$ cat config.mk
export PLATFORM = sky130hd
export DESIGN_NAME = button_updown_counter
export DESIGN_NICKNAME = d
export VERILOG_FILES = /design/src/rtl/button_updown_counter_pkg.sv /design/src/rtl/button_updown_counter_btn_pulse.sv /design/src/rtl/button_updown_counter.sv
export SDC_FILE = /design/constraint.sdc
export NUM_CORES = 1
export LEC_CHECK = 0
export ABC_AREA = 0
export BUFFER_PORTS_ARGS = -buffer_cell sky130_fd_sc_hd__buf_2
export CORE_MARGIN = 3
export CORE_UTILIZATION = 36
export DETAILED_ROUTE_END_ITERATION = 8
export PLACE_DENSITY = 0.61
export SLEW_MARGIN = 25
export SYNTH_ARGS = -nofsm -noshare
export SYNTH_HDL_FRONTEND = slang
export SYNTH_SLANG_ARGS = --single-unit
$ cat constraint.sdc
create_clock -name clk -period 3.6 [get_ports clk]
set_input_delay 0.72 -clock clk [delete_from_list [all_inputs] [get_ports clk]]
set_output_delay 0.72 -clock clk [all_outputs]
set_load 0.01 [all_outputs]
$ cat src/rtl/button_updown_counter_pkg.sv
// Shared definitions for the debounced up/down/clear button counter.
package button_updown_counter_pkg;

  typedef enum logic [1:0] {
    STEP_HOLD = 2'd0,
    STEP_INC  = 2'd1,
    STEP_DEC  = 2'd2,
    STEP_CLR  = 2'd3
  } step_e;

  localparam int DEFAULT_BOUNCING_TIME = 1250000;

endpackage

$ cat src/rtl/button_updown_counter_btn_pulse.sv
// Raw button -> 2-flop synchroniser -> debouncer -> registered rising-edge pulse.
module btn_pulse #(
  parameter int BOUNCING_TIME = 1250000
) (
  input  logic clk,
  input  logic rst,
  input  logic btn_i,
  output logic pulse_o
);

  localparam int CW = $clog2(BOUNCING_TIME + 1);

  logic          sync1_q, sync2_q;
  logic          level_q, level_d;
  logic          prev_q, pulse_q;
  logic [CW-1:0] run_q, run_d;

  // The run counter only advances while the synchronised input disagrees with
  // the accepted level; any agreement (a glitch back) restarts it from zero.
  always_comb begin
    run_d   = '0;
    level_d = level_q;
    if (sync2_q != level_q) begin
      if (run_q == CW'(BOUNCING_TIME - 1)) begin
        level_d = sync2_q;
      end else begin
        run_d = run_q + 1'b1;
      end
    end
  end

  always_ff @(posedge clk) begin
    if (!rst) begin
      sync1_q <= 1'b0;
      sync2_q <= 1'b0;
      run_q   <= '0;
      level_q <= 1'b0;
      prev_q  <= 1'b0;
      pulse_q <= 1'b0;
    end else begin
      sync1_q <= btn_i;
      sync2_q <= sync1_q;
      run_q   <= run_d;
      level_q <= level_d;
      prev_q  <= level_q;
      pulse_q <= level_q & ~prev_q;
    end
  end

  assign pulse_o = pulse_q;

endmodule

$ cat src/rtl/button_updown_counter.sv
// Up/down/clear counter driven by three bouncing push-buttons, with wrap or
// saturate behaviour and one-cycle overflow/underflow flags.
module button_updown_counter
  import button_updown_counter_pkg::*;
#(
  parameter int WIDTH         = 4,
  parameter int MAX_COUNT     = 2**WIDTH - 1,
  parameter int BOUNCING_TIME = DEFAULT_BOUNCING_TIME,
  parameter int WRAP          = 1
) (
  input  logic             clk,
  input  logic             rst,
  input  logic             btn_up,
  input  logic             btn_dn,
  input  logic             btn_clr,
  output logic [WIDTH-1:0] count,
  output logic             ovf,
  output logic             unf
);

  localparam logic [WIDTH-1:0] MAX_V = WIDTH'(MAX_COUNT);

  logic             up_p, dn_p, clr_p;
  step_e            step;
  logic [WIDTH-1:0] count_q, count_d;
  logic             ovf_q, ovf_d;
  logic             unf_q, unf_d;

  btn_pulse #(.BOUNCING_TIME(BOUNCING_TIME)) u_up (
    .clk(clk), .rst(rst), .btn_i(btn_up), .pulse_o(up_p)
  );
  btn_pulse #(.BOUNCING_TIME(BOUNCING_TIME)) u_dn (
    .clk(clk), .rst(rst), .btn_i(btn_dn), .pulse_o(dn_p)
  );
  btn_pulse #(.BOUNCING_TIME(BOUNCING_TIME)) u_clr (
    .clk(clk), .rst(rst), .btn_i(btn_clr), .pulse_o(clr_p)
  );

  // Clear wins; simultaneous up and down cancel out.
  always_comb begin
    step = STEP_HOLD;
    if (clr_p) begin
      step = STEP_CLR;
    end else if (up_p ^ dn_p) begin
      step = up_p ? STEP_INC : STEP_DEC;
    end
  end

  always_comb begin
    count_d = count_q;
    ovf_d   = 1'b0;
    unf_d   = 1'b0;
    case (step)
      STEP_CLR: count_d = '0;
      STEP_INC: begin
        if (count_q >= MAX_V) begin
          ovf_d = 1'b1;
          count_d = (WRAP != 0) ? '0 : MAX_V;
        end else begin
          count_d = count_q + 1'b1;
        end
      end
      STEP_DEC: begin
        if (count_q == '0) begin
          unf_d = 1'b1;
          if (WRAP != 0) count_d = MAX_V;
        end else begin
          count_d = count_q - 1'b1;
        end
      end
      default: ;
    endcase
  end

  always_ff @(posedge clk) begin
    if (!rst) begin
      count_q <= '0;
      ovf_q   <= 1'b0;
      unf_q   <= 1'b0;
    end else begin
      count_q <= count_d;
      ovf_q   <= ovf_d;
      unf_q   <= unf_d;
    end
  end

  assign count = count_q;
  assign ovf   = ovf_q;
  assign unf   = unf_q;

endmodule

### Word level (Yosys, flattened, before mapping)

Index checks and enable logic that the tools add are counted.

* word-level logic and storage cells: 65
* output and inout bits: 6
* bits of input ports: 5
* bits in registers: 84

* mux-type cells: 8
* add/subtract/negate cells: 5
* eq/ne operators: 9
* bitwise logic cells: 11
* reductions and logical operators: 10
* order comparisons: 1

Operators with widths (count)
* adder 21 x 1 -> 21 bit, second input constant: 3
* equality test 21 bit, second input constant: 3
* one-hot mux 4 bit (3 select lines): 1
* AND reduction 2 bit: 5
* OR reduction 3 bit: 3
* 2-to-1 mux 4 bit: 2
* NOT 1 bit: 7
* 2-to-1 mux 2 bit: 3
* adder 4 x 1 -> 4 bit, second input constant: 1
* equality test 2 bit, second input constant: 2
* greater-or-equal comparator 4 bit, second input constant: 1
* logical NOT 4 bit: 1
* subtractor 4 x 1 -> 4 bit, second input constant: 1
* AND 1 bit: 3
* != test 1 bit: 3
* nonzero test 3 bit: 1
* equality test 2 x 1 -> 1 bit, second input constant: 1
* 2-to-1 mux 1 bit: 2
* bitwise XOR 1 bit: 1

### Longest topological paths before layout

Gate-level depths: netlist of the first run.

* depth after elaboration: 5
* mapped depth: 8

### Modules after synthesis

From an unflattened synthesis of the first run, not the netlist that was laid out.

* cell total of the unflattened synthesis: 427
* area, all modules: 3826.2 µm²

By module, submodules not included
* btn_pulse: times used 3, area an instance 1136.1 µm², cells an instance 125
* button_updown_counter: times used 1, area an instance 417.9 µm², cells an instance 52

### Least setup slack after synthesis of the first run

OpenSTA, ideal clock, no wires.

* path kind: flip-flop to flip-flop
* from: reg u_dn.run_q[0]
* to: reg u_dn.run_q[18]
* arrival: 1.805 ns
* path buffers: 1
* stages on the path, launching flop included: 7
* clock period less this slack: 1.875 ns
* data required time: 3.530 ns
* path slack: 1.725 ns
* cells stage by stage: dfxtp_1 -> ha_1 -> nand3_2 -> or4b_1 -> buf_2 -> or4_1 -> a21oi_1

* cells in the longest elaborated chain, start to end: 2
* elaborated cells on any way between the ends: 3
* those cells by class: 1 x add/sub; 1 x eq/ne; 1 x reduce/logical

Ends and longest elaborated chain
* from (decl): line button_updown_counter_btn_pulse.sv:16 `logic [CW-1:0] run_q, run_d;`
* from (signal assigned): line button_updown_counter_btn_pulse.sv:43 `run_q <= run_d;`
* branches (longest 2 deep; another with adder 21 x 1 -> 21 bit)

Several ways; the timed one is not identified.
A chain may end at the register's enable or synchronous reset.

### Final worst setup path of the first run

Same ends and word-level chain as after synthesis.

==> flow_metrics.env, run 1 <==
export IMPL_arrival_ps=2320
export IMPL_grt_overflow=0
export IMPL_timing_setup_tns_ps=0
export IMPL_ir_drop_v=0.000279
export IMPL_syn_area_per_cell_um2=8.72
export IMPL_relSlewSlack=0.757
export IMPL_drc=0
export IMPL_layout_setup_ws_ps=1580
export IMPL_numPortBuffers=10
export IMPL_dp_hpwl_mm=4.82
export IMPL_grt_pass1_vias=2746
export IMPL_die_w_um=108
export IMPL_top_layer="met4"
export IMPL_period_minus_slack_ps=2020
export IMPL_nNetsFinal=452
export IMPL_syn_area_um2=3720
export IMPL_synth_flop_cell="dfxtp_1"
export IMPL_core_um2=9910
export IMPL_ys_types=41
export IMPL_fin_util=0.418
export IMPL_multiInputGateArea_um2=1910
export IMPL_cts_tree="done"
export IMPL_clkSinkCount=84
export IMPL_cts_setup_buffers=0
export IMPL_drtPass1Iterations=4
export IMPL_die_h_um=108
export IMPL_gp_congestion=0.829
export IMPL_wl_per_cell_um=12.1
export IMPL_power_leakage_uw=0.00130
export IMPL_holdBufCountCts=0
export IMPL_setup_violations=0
export IMPL_antenna_found_initial=0
export IMPL_area_delta_synth_final_pct=11.2
export IMPL_htreeDepth=3
export IMPL_finalHoldViolCount=0
export IMPL_reg2reg_from="u_dn.run_q[0]$_SDFF_PP0_"
export IMPL_routed_wirelength_mm=6.97
export IMPL_p_per_area_nw_per_um2=410
export IMPL_crit_fanout=9
export IMPL_clock_skew_ps=15.8
export IMPL_worstMarginPinSlew_ps=361
export IMPL_drive_above_1_share=0.0811
export IMPL_preCtsSetupSlack_ps=1580
export IMPL_synth_seq_area_share=0.451
export IMPL_drt_iter0_markers=103
export IMPL_crit_start="u_dn.run_q[0]$_SDFF_PP0_"
export IMPL_syn_instance_count=427
export IMPL_rsz0062_at_grt="no"
export IMPL_status="complete, no violations"
export IMPL_wl_met2_mm=3.25
export IMPL_ys_top_cells_by_area="dfxtp_1 (45%), xnor2_1 (6.1%), nor2_1 (5.1%)"
export IMPL_std_cell_rows=36
export IMPL_regArea_um2=1680
export IMPL_wl_met1_mm=3.36
export IMPL_async_flop_share=0
export IMPL_io_pins=11
export IMPL_die_area_um2=11600
export IMPL_wl_met3_um=277
export IMPL_hp_class="reg2reg"
export IMPL_p_total_uw=1700
export IMPL_num_vias=2954
export IMPL_worstSetupEndpointType="register"
export IMPL_synth_seq_cells=84
export IMPL_cts_buffers=9
export IMPL_grtUsageTotal=0.128
export IMPL_start_util=0.376
export IMPL_finalMaxSlewViolations=0
export IMPL_path_clk_slew_ps=80
export IMPL_worstPathRequired_ps=3900
export IMPL_cts_root_buf="clkbuf_8"
export IMPL_critPathKind="reg2reg"
export IMPL_synth_top_cell_by_area="dfxtp_1"
export IMPL_syn_nets=440
export IMPL_antenna_cells=0
export IMPL_whs_path_depth=1
export IMPL_via_per_inst=5.12
export IMPL_ant_nets=0
export IMPL_maxCapViolCount=0
export IMPL_clk_latency_ps=360
export IMPL_synth_top_area_frac=0.451
export IMPL_cp_start_kind="register"
export IMPL_synth_edf_count=0
export IMPL_cts_path_max_buffers=2
export IMPL_nFillCells=1004
export IMPL_yosys_warnings=0
export IMPL_ctsResizeCount=0
export IMPL_period_share=0.561
export IMPL_fmax_mhz=495
export IMPL_rrSetupSlack_ps=1580
export IMPL_min_from="u_dn.prev_q$_SDFF_PN0_"
export IMPL_grt_pass1_wl_mm=12.1
export IMPL_grt_max_degree=22
export IMPL_ff2ff_path_depth=5
==> final timing paths <==
check / end
max: u_dn.run_q[18]$_SDFF_PP0_
min: u_dn.pulse_o$_SDFF_PN0_
max reg2reg: u_dn.run_q[18]$_SDFF_PP0_
min reg2reg: u_dn.pulse_o$_SDFF_PN0_
==> layer usage <==
| layer | vias to the layer above | track usage |
|---|---|---|
| li1 | 1535 | - |
| met3 | 7 | 0.0420 |
| met4 | 0 | 0.0379 |
| met2 | 36 | 0.209 |
| met1 | 1376 | 0.160 |
| met5 | - | 0 |
==> power by group <==
part	switching, µW	internal (µW)
clock network	352	394
logic	12.1	5.81
registers	1.97	932
total	366	1330
==> kinds of logic after synthesis <==
group                    after synthesis  share of synthesized area
AND/OR/NAND/NOR                      195                      0.287
AO/OA/AOI/OAI                         61                     0.0961
multiplexers                           1                    0.00302
XOR/XNOR                              42                     0.0988
flip-flops                            84                      0.451
adder cells (fa/ha/maj)                8                     0.0269
buffers and inverters                 36                     0.0366
==> stage by stage <==
step	area, µm²	hold slack (ps)	std cells
global route	4140	409	577
CTS	4140	389	577
global placement	3920	372	561
detailed placement	3920	373	561
floorplan	3720	367	427
finish	4140	389	577
==> synthesized netlist by cell type (all sizes together) (3+ instances only) <==
cell type  number
a21oi          27
and2           14
and3            8
and4            4
clkbuf         11
dfxtp          84
ha              8
inv            24
nand2          20
nand3          21
nand4          20
nor2           51
nor2b           3
nor3            7
nor4            9
nor4b           5
o211ai          3
o21ai          16
o31ai           6
or3            17
or4             9
xnor2          26
xor2           16
==> area by class of cell <==
cell class,instances,area share
Tap cell,133,0.0402
Timing Repair Buffer,13,0.0175
Clock buffer,9,0.0299
Clock inverter,7,0.0242
Sequential cell,84,0.406
Inverter,24,0.0218
Multi-Input combinational cell,307,0.460
==> state kept, by name, indices dropped and copies added, names as in the netlist, 4 cells and up <==
register / flops
u_clr.run_q: 21
u_dn.run_q: 21
u_up.run_q: 21
count: 4
==> worst max-delay path, cell delays in order (launching register included) <==
cell and delay (ps):
dfxtp_1 350, ha_1 220, nand3_2 110, or4b_1 690, or4_1 440, a21oi_1 140
==> layout by cell type (no fill, tap or decap), drive strengths merged, types with 2 or more instances in the layout <==
| master | netlist | layout |
|---|---|---|
| or4b | 2 | 2 |
| a21oi | 27 | 27 |
| nor3b | 2 | 2 |
| xor2 | 16 | 16 |
| buf | 1 | 13 |
| and4 | 4 | 4 |
| o31ai | 6 | 6 |
| nand2 | 20 | 20 |
| a221oi | 2 | 2 |
| nor3 | 7 | 7 |
| nor2 | 51 | 51 |
| and3 | 8 | 8 |
| o21ai | 16 | 16 |
| and2 | 14 | 14 |
| dfxtp | 84 | 84 |
| ha | 8 | 8 |
| nand4 | 20 | 20 |
| inv | 24 | 25 |
| clkinvlp | 0 | 3 |
| nor4b | 5 | 5 |
| bufinv | 0 | 2 |
| nor4 | 9 | 9 |
| o211ai | 3 | 3 |
| or4 | 9 | 9 |
| nor2b | 3 | 3 |
| o21a | 2 | 2 |
| or3 | 17 | 17 |
| nand3 | 21 | 21 |
| xnor2 | 26 | 26 |
| clkbuf | 11 | 9 |
No activity file was read; power rests on OpenSTA's default activity.
==> run 2, diff against run 1 <==
- ABC_AREA: 0 -> 1
- PLACE_DENSITY: 0.61 -> 0.63
- clock period: 3.6 -> 1.7 ns (I/O delays scaled with it)
==> run 2 against run 1 <==
Against the previous run:
- die area rose by 12%
- cell count rose by 36%
- total power is 130% higher
- cell area increased by 14%
- setup slack lost 1400 ps
- first-iteration DRC count grew to 2.9 times the previous value
- area after synthesis increased by 12%
- sequential share of layout area down 4.9 points
- largest power group unchanged
- highest routed layer unchanged
==> flow_metrics.env, run 2 <==
export IMPL_status="complete, no violations"
export IMPL_final_cells=784
export IMPL_final_common_cell="nand2_1"
export IMPL_worstPathRequired_ps=1930
export IMPL_clk_latency_ps=340
export IMPL_gp_congestion=0.889
export IMPL_crit_fanout=9
export IMPL_p_int_uw=3020
export IMPL_synth_seq_cells=84
export IMPL_comb_power_share=0.012
export IMPL_antenna_found_initial=0
export IMPL_grt_overflow=0
export IMPL_die_h_um=114
export IMPL_use_met3=0.0424
export IMPL_cts_setup_buffers=0
export IMPL_cp_top_family="simple AND/OR/NAND/NOR gates"
export IMPL_pwr_share_clk=0.488
export IMPL_synth_most_common_cell="nand2_1"
export IMPL_seqPwrFrac=0.500
export IMPL_drive_above_1_share=0.0885
export IMPL_arrival_ps=1770
export IMPL_die_area_um2=12900
export IMPL_finalMaxSlewViolations=0
export IMPL_area_delta_synth_final_pct=12.8
export IMPL_clock_skew_ps=7.02
export IMPL_std_cell_rows=38
export IMPL_fmax_mhz=652
export IMPL_relSlewSlack=0.807
export IMPL_path_buf_inv=2
export IMPL_routed_wirelength_mm=8.64
export IMPL_grt_pass1_wl_mm=15.1
export IMPL_worstMarginPinSlew_ps=290
export IMPL_crit_chain="ha_1 -> nand2_1 -> nor2_2 -> inv_2 -> nor2_2 -> nand3_2 -> nand2_1 -> buf_4 -> nor3_1"
export IMPL_drc=0
export IMPL_cp_slowest_stage_delay_ps=350
export IMPL_reg_top3="u_clr.run_q x21, u_dn.run_q x21, u_up.run_q x21"
export IMPL_dp_hpwl_mm=6.49
export IMPL_finalHoldViolCount=0
export IMPL_cp_start_kind="register"
export IMPL_htreeDepth=3
export IMPL_synth_flop_cell="dfxtp_1"
export IMPL_syn_area_um2=4180
export IMPL_setup_violations=0
export IMPL_met1_usage=0.168
export IMPL_critPathKind="reg2reg"
export IMPL_critical_path_slowest_cell="dfxtp_1"
export IMPL_ys_top_cells_by_area="dfxtp_1 (40%), nand2_1 (14%), nor2_1 (11%)"
export IMPL_num_vias=3791
export IMPL_cts_buffers=9
export IMPL_cts_path_max_buffers=2
export IMPL_worstSetupEndpointType="register"
export IMPL_hp_class="in2reg"
export IMPL_met2_usage=0.243
export IMPL_p_switching_uw=938
export IMPL_syn_area_per_cell_um2=6.73
export IMPL_rsz0062_at_grt="no"
export IMPL_ys_types=30
export IMPL_antenna_cells=0
export IMPL_core_um2=11100
export IMPL_holdBufCountCts=0
export IMPL_syn_instance_count=621
export IMPL_synth_seq_area_share=0.402
export IMPL_die_w_um=114
export IMPL_grt_max_degree=22
export IMPL_grt_pass1_vias=3576
export IMPL_syn_nets=634
export IMPL_period_minus_slack_ps=1530
export IMPL_io_pins=11
export IMPL_maxCapViolCount=0
export IMPL_nFillCells=1135
export IMPL_drt_iter0_markers=298
export IMPL_synth_top_area_frac=0.402
export IMPL_async_flop_share=0
export IMPL_drtPass1Iterations=4
export IMPL_ant_nets=0
export IMPL_synth_edf_count=0
export IMPL_grtUsageTotal=0.141
export IMPL_nNetsFinal=652
export IMPL_period_share=0.903
export IMPL_top_usage_layer="met2"
export IMPL_wl_per_cell_um=11.0
export IMPL_cts_tree="done"
export IMPL_via_per_inst=4.84
export IMPL_netlist_top_cells_count="nand2_1 (159), nor2_1 (119), dfxtp_1 (84)"
export IMPL_numPortBuffers=10
export IMPL_p_per_area_nw_per_um2=841
export IMPL_cts_root_buf="clkbuf_16"
export IMPL_synth_top_cell_by_area="dfxtp_1"
export IMPL_p_sw_frac=0.237
export IMPL_yosys_warnings=0
export IMPL_power_leakage_uw=0.00162
export IMPL_dp_cells=768
export IMPL_start_util=0.377
export IMPL_mostFrequentLayoutCells="nand2_1 (159), nor2_1 (119), dfxtp_1 (84), inv_1 (72), a21oi_1 (41)"
export IMPL_clkSinkCount=84
export IMPL_path_clk_slew_ps=70
export IMPL_ir_drop_v=0.000706
export IMPL_timing_setup_tns_ps=0
-- run 2: cell count changes after synthesis, moves of 13 or more --
cell / delta
nand2_1: +139
nor2_1: +68
inv_1: +48
or3_1: -17
xnor2_1: -17
a21oi_1: +15
and2_1: -13
-- run 2: metal layers --
layer,share of wire,up-vias
met1,0.47,1724
met4,0.015,0
li1,-,1995
met5,0,-
met3,0.041,15
met2,0.47,57
-- run 2: kinds of logic (layout without fill, tap and decap cells) --
group | count (synthesis) | in the layout | share of synthesized area
flip-flops | 84 | 84 | 0.402
buffers and inverters | 83 | 106 | 0.0820
adder cells (fa/ha/maj) | 8 | 8 | 0.0239
XOR/XNOR | 15 | 15 | 0.0314
AND/OR/NAND/NOR | 370 | 370 | 0.384
AO/OA/AOI/OAI | 61 | 61 | 0.0760
-- run 2: metrics by stage --
| step | hold slack, ps | total power, µW | cell area [µm²] | util | setup WS [ps] |
|---|---|---|---|---|---|
| after floorplan | 368 | 2050 | 4180 | - | 293 |
| after global placement | 373 | 2070 | 4410 | 0.398 | 159 |
| after detailed placement | 379 | 2070 | 4410 | 0.398 | 112 |
| after CTS | 160 | 4020 | 4700 | 0.424 | 95.7 |
| after global routing | 175 | 4110 | 4710 | 0.425 | 5.91 |
| final | 177 | 3960 | 4710 | 0.425 | 166 |
-- run 2: power groups by stage --
stage                     clock, µW  combinational [µW]  sequential [µW]
after global routing           2070                52.2             1980
after detailed placement          0                46.7             2030
after floorplan                   0                29.8             2020
after CTS                      2000                46.9             1980
after global placement            0                45.9             2030
final                          1940                46.5             1980
-- run 2: worst reg2reg max path: stages, from the launching register on --
cell and delay [ps]:
dfxtp_1 350, ha_1 170, nand2_1 100, nor2_2 150, inv_2 70, nor2_2 120, nand3_2 120, nand2_1 110
buf_4 170, nor3_1 50
-- run 2: worst paths after layout --
kind | slack (ps) | to | cells past startpoint | startpoint
worst max-delay path | 170 | u_clr.run_q[6]$_SDFF_PP0_ | 9 | u_clr.run_q[0]$_SDFF_PP0_
worst min-delay path | 180 | u_up.sync1_q$_SDFF_PN0_ | 3 | btn_up
worst max register to register | 170 | u_clr.run_q[6]$_SDFF_PP0_ | 9 | u_clr.run_q[0]$_SDFF_PP0_
worst min register to register | 390 | u_dn.pulse_o$_SDFF_PN0_ | 1 | u_dn.prev_q$_SDFF_PN0_
-- run 2: layout make-up --
| cell class | count | area (µm²) | share of cell area |
|---|---|---|---|
| clock buffer | 9 | 225 | 0.0478 |
| clock inverter | 7 | 66.3 | 0.0141 |
| inverter | 75 | 282 | 0.0597 |
| multi-input combinational | 454 | 2170 | 0.460 |
| sequential | 84 | 1680 | 0.357 |
| tap | 140 | 175 | 0.0372 |
| timing repair buffer | 15 | 116 | 0.0247 |
-- run 2: repair_timing --
action                                  CTS  global route
gates resized for setup                   0             4
hold endpoints to repair                  0             0
endpoints found under the setup margin    0            13
==> run 3, diff against run 2 <==
- RECOVER_POWER: unset -> 25
==> run 3 against run 2 <==
Against the previous run:
- setup slack about the same
- routed wire length up 0.28%
- total power about the same
- largest cell class unchanged
==> flow_metrics.env, run 3 (synthesized netlist as in run 2, its figures left out) <==
export IMPL_status="complete, no violations"
export IMPL_worstSetupEndpointType="register"
export IMPL_period_share=0.902
export IMPL_timing_setup_tns_ps=0
export IMPL_p_per_area_nw_per_um2=843
export IMPL_dp_hpwl_mm=6.49
export IMPL_reg_top3="u_clr.run_q x21, u_dn.run_q x21, u_up.run_q x21"
export IMPL_clock_skew_ps=7.04
export IMPL_std_cell_rows=38
export IMPL_ant_nets=0
export IMPL_path_clk_slew_ps=70
export IMPL_drt_iter0_markers=299
export IMPL_mostFrequentLayoutCells="nand2_1 (159), nor2_1 (119), dfxtp_1 (84), inv_1 (72), a21oi_1 (41)"
export IMPL_cts_buffers=9
export IMPL_nFillCells=1142
export IMPL_relSlewSlack=0.586
export IMPL_area_delta_synth_final_pct=12.5
export IMPL_cts_root_buf="clkbuf_16"
export IMPL_finalMaxSlewViolations=0
export IMPL_die_w_um=114
export IMPL_hp_class="in2reg"
export IMPL_io_pins=11
export IMPL_worstMarginPinSlew_ps=620
export IMPL_num_vias=3788
export IMPL_clk_latency_ps=340
export IMPL_nNetsFinal=652
export IMPL_setup_violations=0
export IMPL_die_h_um=114
export IMPL_worstPathRequired_ps=1930
export IMPL_power_leakage_uw=0.00159
export IMPL_start_util=0.377
export IMPL_dp_cells=768
export IMPL_cts_tree="done"
export IMPL_rrSetupSlack_ps=170
export IMPL_antenna_cells=0
export IMPL_cts_path_max_buffers=2
export IMPL_grt_pass1_wl_mm=15.1
export IMPL_wl_per_cell_um=11.0
export IMPL_clkSinkCount=84
export IMPL_routed_wirelength_mm=8.66
export IMPL_ir_drop_v=0.000706
export IMPL_arrival_ps=1770
export IMPL_crit_fanout=9
export IMPL_multiInputGateArea_um2=2160
export IMPL_cts_setup_buffers=0
export IMPL_regArea_um2=1680
export IMPL_final_common_cell="nand2_1"
export IMPL_via_per_inst=4.83
export IMPL_grt_max_degree=22
export IMPL_whs_path_depth=3
export IMPL_die_area_um2=12900
export IMPL_grt_overflow=0
export IMPL_core_um2=11100
export IMPL_rsz0062_at_grt="no"
export IMPL_grtUsageTotal=0.141
export IMPL_maxCapViolCount=0
export IMPL_ff2ff_path_depth=9
export IMPL_drtPass1Iterations=4
export IMPL_period_minus_slack_ps=1530
export IMPL_drc=0
export IMPL_htreeDepth=3
export IMPL_drive_above_1_share=0.0761
export IMPL_final_cells=784
export IMPL_critPathKind="reg2reg"
export IMPL_gp_congestion=0.889
export IMPL_finalHoldViolCount=0
export IMPL_grt_pass1_vias=3576
export IMPL_fmax_mhz=652
export IMPL_cp_start_kind="register"
export IMPL_numPortBuffers=10
export IMPL_antenna_found_initial=0
==> run 3: metal layers <==
layer	GRT usage	wire (µm)	up-vias
met5	0	0	-
met4	0.0425	129	0
met3	0.0424	345	16
met2	0.243	4110	58
met1	0.168	4080	1717
li1	-	-	1997
==> run 3: final timing paths <==
path                                                start                         to
worst max-delay path            u_clr.run_q[0]$_SDFF_PP0_  u_clr.run_q[6]$_SDFF_PP0_
worst min-delay path                               btn_up    u_up.sync1_q$_SDFF_PN0_
worst max register to register  u_clr.run_q[0]$_SDFF_PP0_  u_clr.run_q[6]$_SDFF_PP0_
worst min register to register     u_dn.prev_q$_SDFF_PN0_    u_dn.pulse_o$_SDFF_PN0_
==> run 3: per-stage QoR <==
| step | area [µm²] | setup WS [ps] | util | hold WS [ps] | total power (µW) |
|---|---|---|---|---|---|
| 6_report | 4700 | 166 | 0.424 | 177 | 3960 |
| 5_1_grt | 4700 | 5.91 | 0.424 | 175 | 4110 |
| 4_1_cts | 4700 | 95.7 | 0.424 | 160 | 4020 |
| 3_5_place_dp | 4410 | 112 | 0.398 | 379 | 2070 |
| 3_3_place_gp | 4410 | 159 | 0.398 | 373 | 2070 |
| 2_1_floorplan | 4180 | 293 | - | 368 | 2050 |
==> run 3: area by class of cell <==
cell class	instances	area share
clock buffers	9	0.0479
flip-flops and latches	84	0.358
inverters	75	0.0599
repair buffers	15	0.0229
clock inverters	7	0.0141
multi-input cells	454	0.460
well taps	140	0.0373
==> run 3: critical path, stage by stage (launching register included) <==
cell	delay, ps
dfxtp_1	350
ha_1	170
nand2_1	100
nor2_2	150
inv_2	70
nor2_2	120
nand3_2	120
nand2_1	110
buf_4	170
nor3_1	50
==> run 3: where the power goes <==
part           internal, µW  leakage (µW)  switching (µW)
clock network          1030      0.000138             904
logic                  16.8      0.000778            29.3
registers              1980      0.000678            4.82
==> run 3: timing repair <==
item / in CTS / in global routing
hold buffers: 0 / 0
endpoints found under the setup margin: 0 / 13
gates resized for setup: 0 / 4
